<file path="src/rtl/amp_frame_scheduler_if.sv">
// Bundle of frame, preprocessor and output handshake signals for amp_frame_scheduler.
// slave is the scheduler's view; master is the surrounding environment's view.
interface amp_frame_scheduler_if #(
  parameter int W       = 6,
  parameter int D       = 10,
  parameter int BIN_QTY = 12
);
  localparam int FW = BIN_QTY * (W + D);
  localparam int SW = W + D + $clog2(BIN_QTY);

  logic [FW-1:0] in_amps_i;
  logic          in_valid_i;
  logic          in_ready_o;
  logic [FW-1:0] pp_amps_o;
  logic          pp_start_o;
  logic [FW-1:0] pp_amps_i;
  logic [FW-1:0] pp_fast_i;
  logic [SW-1:0] pp_sum_i;
  logic          pp_data_v_i;
  logic [FW-1:0] out_amps_o;
  logic [FW-1:0] out_fast_o;
  logic [SW-1:0] out_sum_o;
  logic          out_valid_o;
  logic          out_ready_i;
  logic          busy_o;
  logic          timeout_err_o;
  logic          err_clr_i;
  logic [15:0]   frame_cnt_o;

  modport slave (
    input  in_amps_i, in_valid_i, pp_amps_i, pp_fast_i, pp_sum_i, pp_data_v_i,
           out_ready_i, err_clr_i,
    output in_ready_o, pp_amps_o, pp_start_o, out_amps_o, out_fast_o, out_sum_o,
           out_valid_o, busy_o, timeout_err_o, frame_cnt_o
  );

  modport master (
    output in_amps_i, in_valid_i, pp_amps_i, pp_fast_i, pp_sum_i, pp_data_v_i,
           out_ready_i, err_clr_i,
    input  in_ready_o, pp_amps_o, pp_start_o, out_amps_o, out_fast_o, out_sum_o,
           out_valid_o, busy_o, timeout_err_o, frame_cnt_o
  );
endinterface

</file>
<file path="src/rtl/amp_frame_scheduler.sv">
// Captures an amplitude frame, launches the preprocessor, waits (bounded) for its result and presents it downstream.
// Optional one-frame input skid buffer enabled by defining AMP_SCHED_SKID_EN.
module amp_frame_scheduler #(
  parameter int W       = 6,
  parameter int D       = 10,
  parameter int BIN_QTY = 12,
  parameter int TIMEOUT = 8
) (
  input logic                  clk,
  input logic                  rst,
  amp_frame_scheduler_if.slave bus
);
  localparam int FW = BIN_QTY * (W + D);
  localparam int SW = W + D + $clog2(BIN_QTY);
  localparam int CW = $clog2(TIMEOUT + 1);

  typedef enum logic [1:0] {IDLE, LAUNCH, WAIT, OUTPUT} state_t;

  state_t        state;
  logic [CW-1:0] wait_cnt;
  logic          start_p0;
  logic          vld_p1;
  logic          err;
  logic [15:0]   frame_cnt;
  logic          in_ready;
  logic          accept;
  logic          frame_load;
  logic          timeout_hit;
  logic [FW-1:0] frame_src;
  logic [FW-1:0] frame_p0;
  logic [FW-1:0] out_amps_p1;
  logic [FW-1:0] out_fast_p1;
  logic [SW-1:0] out_sum_p1;

  // A result arriving on the last allowed WAIT cycle wins over the timeout.
  assign timeout_hit = (state == WAIT) && !bus.pp_data_v_i && (wait_cnt == CW'(TIMEOUT));
  assign accept      = bus.in_valid_i && in_ready;

`ifdef AMP_SCHED_SKID_EN
  logic          skid_full;
  logic          skid_load;
  logic [FW-1:0] skid_p0;

  assign in_ready   = !skid_full;
  assign skid_load  = accept && (state != IDLE);
  assign frame_load = (state == IDLE) && (skid_full || accept);
  assign frame_src  = skid_full ? skid_p0 : bus.in_amps_i;
`else
  assign in_ready   = (state == IDLE);
  assign frame_load = accept;
  assign frame_src  = bus.in_amps_i;
`endif

  always_ff @(posedge clk) begin
    if (!rst) begin
      state     <= IDLE;
      start_p0  <= 1'b0;
      vld_p1    <= 1'b0;
      wait_cnt  <= '0;
      err       <= 1'b0;
      frame_cnt <= '0;
`ifdef AMP_SCHED_SKID_EN
      skid_full <= 1'b0;
`endif
    end else begin
      start_p0 <= 1'b0;
      case (state)
        IDLE: begin
          if (frame_load) begin
            state    <= LAUNCH;
            start_p0 <= 1'b1;
          end
        end
        LAUNCH: begin
          state    <= WAIT;
          wait_cnt <= CW'(1);
        end
        WAIT: begin
          if (bus.pp_data_v_i) begin
            state    <= OUTPUT;
            vld_p1   <= 1'b1;
            wait_cnt <= '0;
          end else if (wait_cnt == CW'(TIMEOUT)) begin
            state    <= IDLE;
            wait_cnt <= '0;
          end else begin
            wait_cnt <= wait_cnt + 1'b1;
          end
        end
        OUTPUT: begin
          if (bus.out_ready_i) begin
            state     <= IDLE;
            vld_p1    <= 1'b0;
            frame_cnt <= frame_cnt + 16'd1;
          end
        end
        default: state <= IDLE;
      endcase
      if (timeout_hit) err <= 1'b1;
      else if (bus.err_clr_i) err <= 1'b0;
`ifdef AMP_SCHED_SKID_EN
      if (skid_load) skid_full <= 1'b1;
      else if ((state == IDLE) && skid_full) skid_full <= 1'b0;
`endif
    end
  end

  // p0: captured frame (and skid) / p1: preprocessor results held for downstream
  always_ff @(posedge clk) begin
    if (frame_load) frame_p0 <= frame_src;
`ifdef AMP_SCHED_SKID_EN
    if (skid_load) skid_p0 <= bus.in_amps_i;
`endif
    if ((state == WAIT) && bus.pp_data_v_i) begin
      out_amps_p1 <= bus.pp_amps_i;
      out_fast_p1 <= bus.pp_fast_i;
      out_sum_p1  <= bus.pp_sum_i;
    end
  end

  assign bus.in_ready_o    = in_ready;
  assign bus.pp_amps_o     = frame_p0;
  assign bus.pp_start_o    = start_p0;
  assign bus.out_amps_o    = out_amps_p1;
  assign bus.out_fast_o    = out_fast_p1;
  assign bus.out_sum_o     = out_sum_p1;
  assign bus.out_valid_o   = vld_p1;
  assign bus.busy_o        = (state != IDLE);
  assign bus.timeout_err_o = err;
  assign bus.frame_cnt_o   = frame_cnt;
endmodule

</file>
<file path="src/flat_wrapper.sv">
// flat-port wrapper written by rule: the top's interface ports become plain ports
module amp_frame_scheduler_flat 
#(
  parameter int W       = 6,
  parameter int D       = 10,
  parameter int BIN_QTY = 12,
  parameter int TIMEOUT = 8
)
  (clk, rst, bus_in_amps_i, bus_in_valid_i, bus_pp_amps_i, bus_pp_fast_i, bus_pp_sum_i, bus_pp_data_v_i, bus_out_ready_i, bus_err_clr_i, bus_in_ready_o, bus_pp_amps_o, bus_pp_start_o, bus_out_amps_o, bus_out_fast_o, bus_out_sum_o, bus_out_valid_o, bus_busy_o, bus_timeout_err_o, bus_frame_cnt_o);
  amp_frame_scheduler_if #(.W(W), .D(D), .BIN_QTY(BIN_QTY)) bus_i ();
  input logic clk;
  input logic rst;
  input wire logic [$bits(bus_i.in_amps_i)-1:0] bus_in_amps_i;
  input wire logic [$bits(bus_i.in_valid_i)-1:0] bus_in_valid_i;
  input wire logic [$bits(bus_i.pp_amps_i)-1:0] bus_pp_amps_i;
  input wire logic [$bits(bus_i.pp_fast_i)-1:0] bus_pp_fast_i;
  input wire logic [$bits(bus_i.pp_sum_i)-1:0] bus_pp_sum_i;
  input wire logic [$bits(bus_i.pp_data_v_i)-1:0] bus_pp_data_v_i;
  input wire logic [$bits(bus_i.out_ready_i)-1:0] bus_out_ready_i;
  input wire logic [$bits(bus_i.err_clr_i)-1:0] bus_err_clr_i;
  output wire logic [$bits(bus_i.in_ready_o)-1:0] bus_in_ready_o;
  output wire logic [$bits(bus_i.pp_amps_o)-1:0] bus_pp_amps_o;
  output wire logic [$bits(bus_i.pp_start_o)-1:0] bus_pp_start_o;
  output wire logic [$bits(bus_i.out_amps_o)-1:0] bus_out_amps_o;
  output wire logic [$bits(bus_i.out_fast_o)-1:0] bus_out_fast_o;
  output wire logic [$bits(bus_i.out_sum_o)-1:0] bus_out_sum_o;
  output wire logic [$bits(bus_i.out_valid_o)-1:0] bus_out_valid_o;
  output wire logic [$bits(bus_i.busy_o)-1:0] bus_busy_o;
  output wire logic [$bits(bus_i.timeout_err_o)-1:0] bus_timeout_err_o;
  output wire logic [$bits(bus_i.frame_cnt_o)-1:0] bus_frame_cnt_o;
  assign bus_i.in_amps_i = bus_in_amps_i;
  assign bus_i.in_valid_i = bus_in_valid_i;
  assign bus_i.pp_amps_i = bus_pp_amps_i;
  assign bus_i.pp_fast_i = bus_pp_fast_i;
  assign bus_i.pp_sum_i = bus_pp_sum_i;
  assign bus_i.pp_data_v_i = bus_pp_data_v_i;
  assign bus_i.out_ready_i = bus_out_ready_i;
  assign bus_i.err_clr_i = bus_err_clr_i;
  assign bus_in_ready_o = bus_i.in_ready_o;
  assign bus_pp_amps_o = bus_i.pp_amps_o;
  assign bus_pp_start_o = bus_i.pp_start_o;
  assign bus_out_amps_o = bus_i.out_amps_o;
  assign bus_out_fast_o = bus_i.out_fast_o;
  assign bus_out_sum_o = bus_i.out_sum_o;
  assign bus_out_valid_o = bus_i.out_valid_o;
  assign bus_busy_o = bus_i.busy_o;
  assign bus_timeout_err_o = bus_i.timeout_err_o;
  assign bus_frame_cnt_o = bus_i.frame_cnt_o;
  amp_frame_scheduler #(.W(W), .D(D), .BIN_QTY(BIN_QTY), .TIMEOUT(TIMEOUT)) u_core (.clk(clk), .rst(rst), .bus(bus_i));
endmodule
</file>
<file path="config.mk">
export PLATFORM = sky130hd
export DESIGN_NAME = amp_frame_scheduler_flat
export DESIGN_NICKNAME = d
export VERILOG_FILES = /design/src/rtl/amp_frame_scheduler_if.sv /design/src/rtl/amp_frame_scheduler.sv /design/src/flat_wrapper.sv
export SDC_FILE = /design/constraint.sdc
export NUM_CORES = 1
export LEC_CHECK = 0
export ABC_AREA = 1
export CORE_AREA = 8 8 472 474
export DETAILED_ROUTE_END_ITERATION = 16
export DIE_AREA = 0 0 480 482
export SYNTH_ARGS = -nofsm -noshare
export SYNTH_HDL_FRONTEND = slang
export SYNTH_SLANG_ARGS = --single-unit
</file>
<file path="constraint.sdc">
create_clock -name clk -period 12.13 [get_ports clk]
set_input_delay 3.0325 -clock clk [delete_from_list [all_inputs] [get_ports clk]]
set_output_delay 3.0325 -clock clk [all_outputs]
set_load 0.005 [all_outputs]
</file>
==> run summary <==
outcome -> completed
vias in the first global route -> 14.6k
All-Layer GR Usage -> 16.2%
total gr overflow -> 0
drt drc -> 0
sequential area share after synthesis -> 95.7%
Hold Slack -> 0.475 ns
routed vias/inst -> 2.92
hold path depth -> 2
most frequent cells in the layout -> clkdlybuf4s50_1 (1218), edfxtp_1 (596), clkbuf_16 (84)
core area -> 216000 um^2
Worst Setup SP -> bus_pp_data_v_i
critical path type -> input port to flop
clock buffer depth -> 3
Synth warnings -> 0
Mapped Cells -> 776
Critical Path End Type -> flop
CTS tree -> built
LEAKAGE -> 12.1 nW
Avg Synthesized Cell Area -> 24.8 um^2
final WL -> 196000 um
WP data required -> 12.48 ns
clock sink count -> 621
pin count of the biggest net entering global routing -> 114
Starting Density -> 8.92%
crit path time final -> 5.45 ns
via count -> 14.8k
clk slew on worst S/H paths -> 0.06 ns
drt initial violations -> 770
Layout Area Growth over Synthesis -> 97.5%
worst-margin pin slew -> 1.08 ns
worst hold path class -> flop to flop
worst path cell trace -> clkdlybuf4s50_1 -> nand2_1 -> inv_8 -> buf_4 -> buf_4
synthesized area -> 19200 um^2
Die Wd -> 480 um
number of synthesized register bits -> 621
CTS root buf -> clkbuf_16
Fmax -> 183 MHz
postcts setup bufs -> 0
Layout Nets -> 2693
pwr/cell area -> 159 nW/um^2
Die Area -> 231000 um^2
peak per-stage delay on the critical path -> 0.67 ns
Max-Slew Margin vs Limit -> 28.2%
Post-Route Utilization -> 17.6%
HP Start -> u_core.bus.out_valid_o
Final Hold Vio Count -> 0
Finished Layout Cells -> 5060
setup tns final -> 0 ns
post-route ant nets -> 0
H-tree levels -> 3
syn nets -> 1385
Design Power -> 6.05 mW
commonest non-fill, non-tap cell in the layout -> clkdlybuf4s50_1
CP max FO -> 83
antenna violations before repair -> 370
cts hold-fix bufs -> 0
nature of the critical path startpoint -> input port
Buffers on Ports -> 1218
distinct cell type count after synthesis -> 31
Worst EP arrival -> 5.80 ns
placed insts -> 4853
setup slack, reg-to-reg -> 8.80 ns
global-route wire length before repair -> 227000 um
Max-cap violations -> 0
final max-slew violation count -> 0
TritonRoute pass-1 iters -> 5
Setup Skew -> 0.0276 ns
wire per inst -> 38.7 um
IO Count -> 1219
layout cell share with drive strength beyond 1 -> 7.15%
most frequent CP cell -> buf_4
reg2reg start -> u_core.state[0]
routability cong. -> 0.832
hold endpoint -> u_core.bus.out_valid_o
row count -> 171
Die Ht -> 482 um
RSZ-0062 raised after global routing -> false
Tcrit/Tclk final -> 44.9%
R2R cell count -> 6
clock latency at the later pin of the worst-skew pair -> 0.74 ns
Worst VDD drop -> 0.111 mV
reg-to-reg endpoint -> u_core.bus.out_fast_o[93]
PostCTS Resize Cnt -> 0
CP max-delay cell -> buf_4
DP Wirelength -> 176000 um
CTS Buf Count -> 83
Filler Cells Inserted -> 23.3k
setup violators final -> 0
-- registers in the layout (all words and copies together), names as in the netlist --
name / count
u_core.bus.frame_cnt_o: 16
u_core.bus.out_fast_o: 192
u_core.bus.out_valid_o: 1
u_core.wait_cnt: 4
u_core.bus.pp_start_o: 1
u_core.bus.out_amps_o: 192
u_core.bus.pp_amps_o: 192
u_core.state: 2
u_core.bus.out_sum_o: 20
u_core.bus.timeout_err_o: 1
-- final cells by class --
class / instances / area [um^2] / share of cell area (%)
inverters: 20 / 90.1 / 0.237
flip-flops and latches: 621 / 18400 / 48.4
diodes: 52 / 130 / 0.343
repair buffers: 1225 / 12200 / 32.2
clock buffers: 96 / 2150 / 5.65
multi-input cells: 133 / 746 / 1.96
clock inverters: 59 / 658 / 1.73
well taps: 2854 / 3570 / 9.40
-- cell usage after synthesis (all sizes together) --
cell type / number / area share (%)
o21ai: 9 / 0.25
nor2: 33 / 0.85
nor3: 5 / 0.16
nand2: 44 / 0.90
clkinv: 1 / 0.020
nand4: 5 / 0.16
a21oi: 10 / 0.26
or2: 2 / 0.065
a21boi: 1 / 0.039
ha: 7 / 0.46
xor2: 2 / 0.091
buf: 1 / 0.039
o21bai: 1 / 0.039
nand3: 9 / 0.42
a31oi: 2 / 0.065
clkbuf: 1 / 0.020
nand3b: 1 / 0.039
inv: 19 / 0.37
dfxtp: 25 / 2.6
xnor2: 2 / 0.091
edfxtp: 596 / 93
-- kinds of logic (layout without fill, tap and decap cells) --
| group | count (synthesis) | in the layout | share of synthesized area [%] |
|---|---|---|---|
| AO/OA/AOI/OAI | 23 | 23 | 0.657 |
| XOR/XNOR | 4 | 4 | 0.182 |
| adder cells (fa/ha/maj) | 7 | 7 | 0.455 |
| buffers and inverters | 22 | 1400 | 0.449 |
| flip-flops | 621 | 621 | 95.7 |
| other | 0 | 52 | 0 |
| AND/OR/NAND/NOR | 99 | 99 | 2.58 |
-- how the worst max path moves through the flow --
stage | slack (ns) | depth (start not counted) | endpoint
after CTS | 6.73 | 3 | bus_in_ready_o
after global routing | 6.58 | 5 | u_core.bus.out_fast_o[156]
after global placement | 6.02 | 5 | u_core.bus.out_amps_o[73]
after detailed placement | 5.92 | 5 | u_core.bus.out_fast_o[109]
final | 6.68 | 5 | u_core.bus.out_fast_o[93]
after floorplan | 0.44 | 2 | u_core.bus.out_amps_o[0]
-- worst max-delay path, delay by kind of cell --
kind	cells	cell delay, ns
buffers and inverters	4	2.42
AND/OR/NAND/NOR	1	0.17
-- through the flow --
stage                     setup slack, ns  cell area [um^2]
after detailed placement             5.92             35000
final                                6.68             38000
after global placement               6.02             35000
after floorplan                     0.436             19200
after CTS                            6.73             37900
after global routing                 6.58             37900
-- per-layer routing --
layer	routed length [um]	global-route usage (%)	share of wire (%)
met1	65700	16.0	34
met5	1630	0	0.83
met4	5640	3.04	2.9
met2	84500	25.4	43
met3	38400	15.0	20
-- where the power goes --
group | switching, mW | internal (mW)
registers | 0.0599 | 2.57
clock network | 1.10 | 1.48
logic | 0.411 | 0.423
total | 1.57 | 4.48
Power figures use the tool's default switching activity.
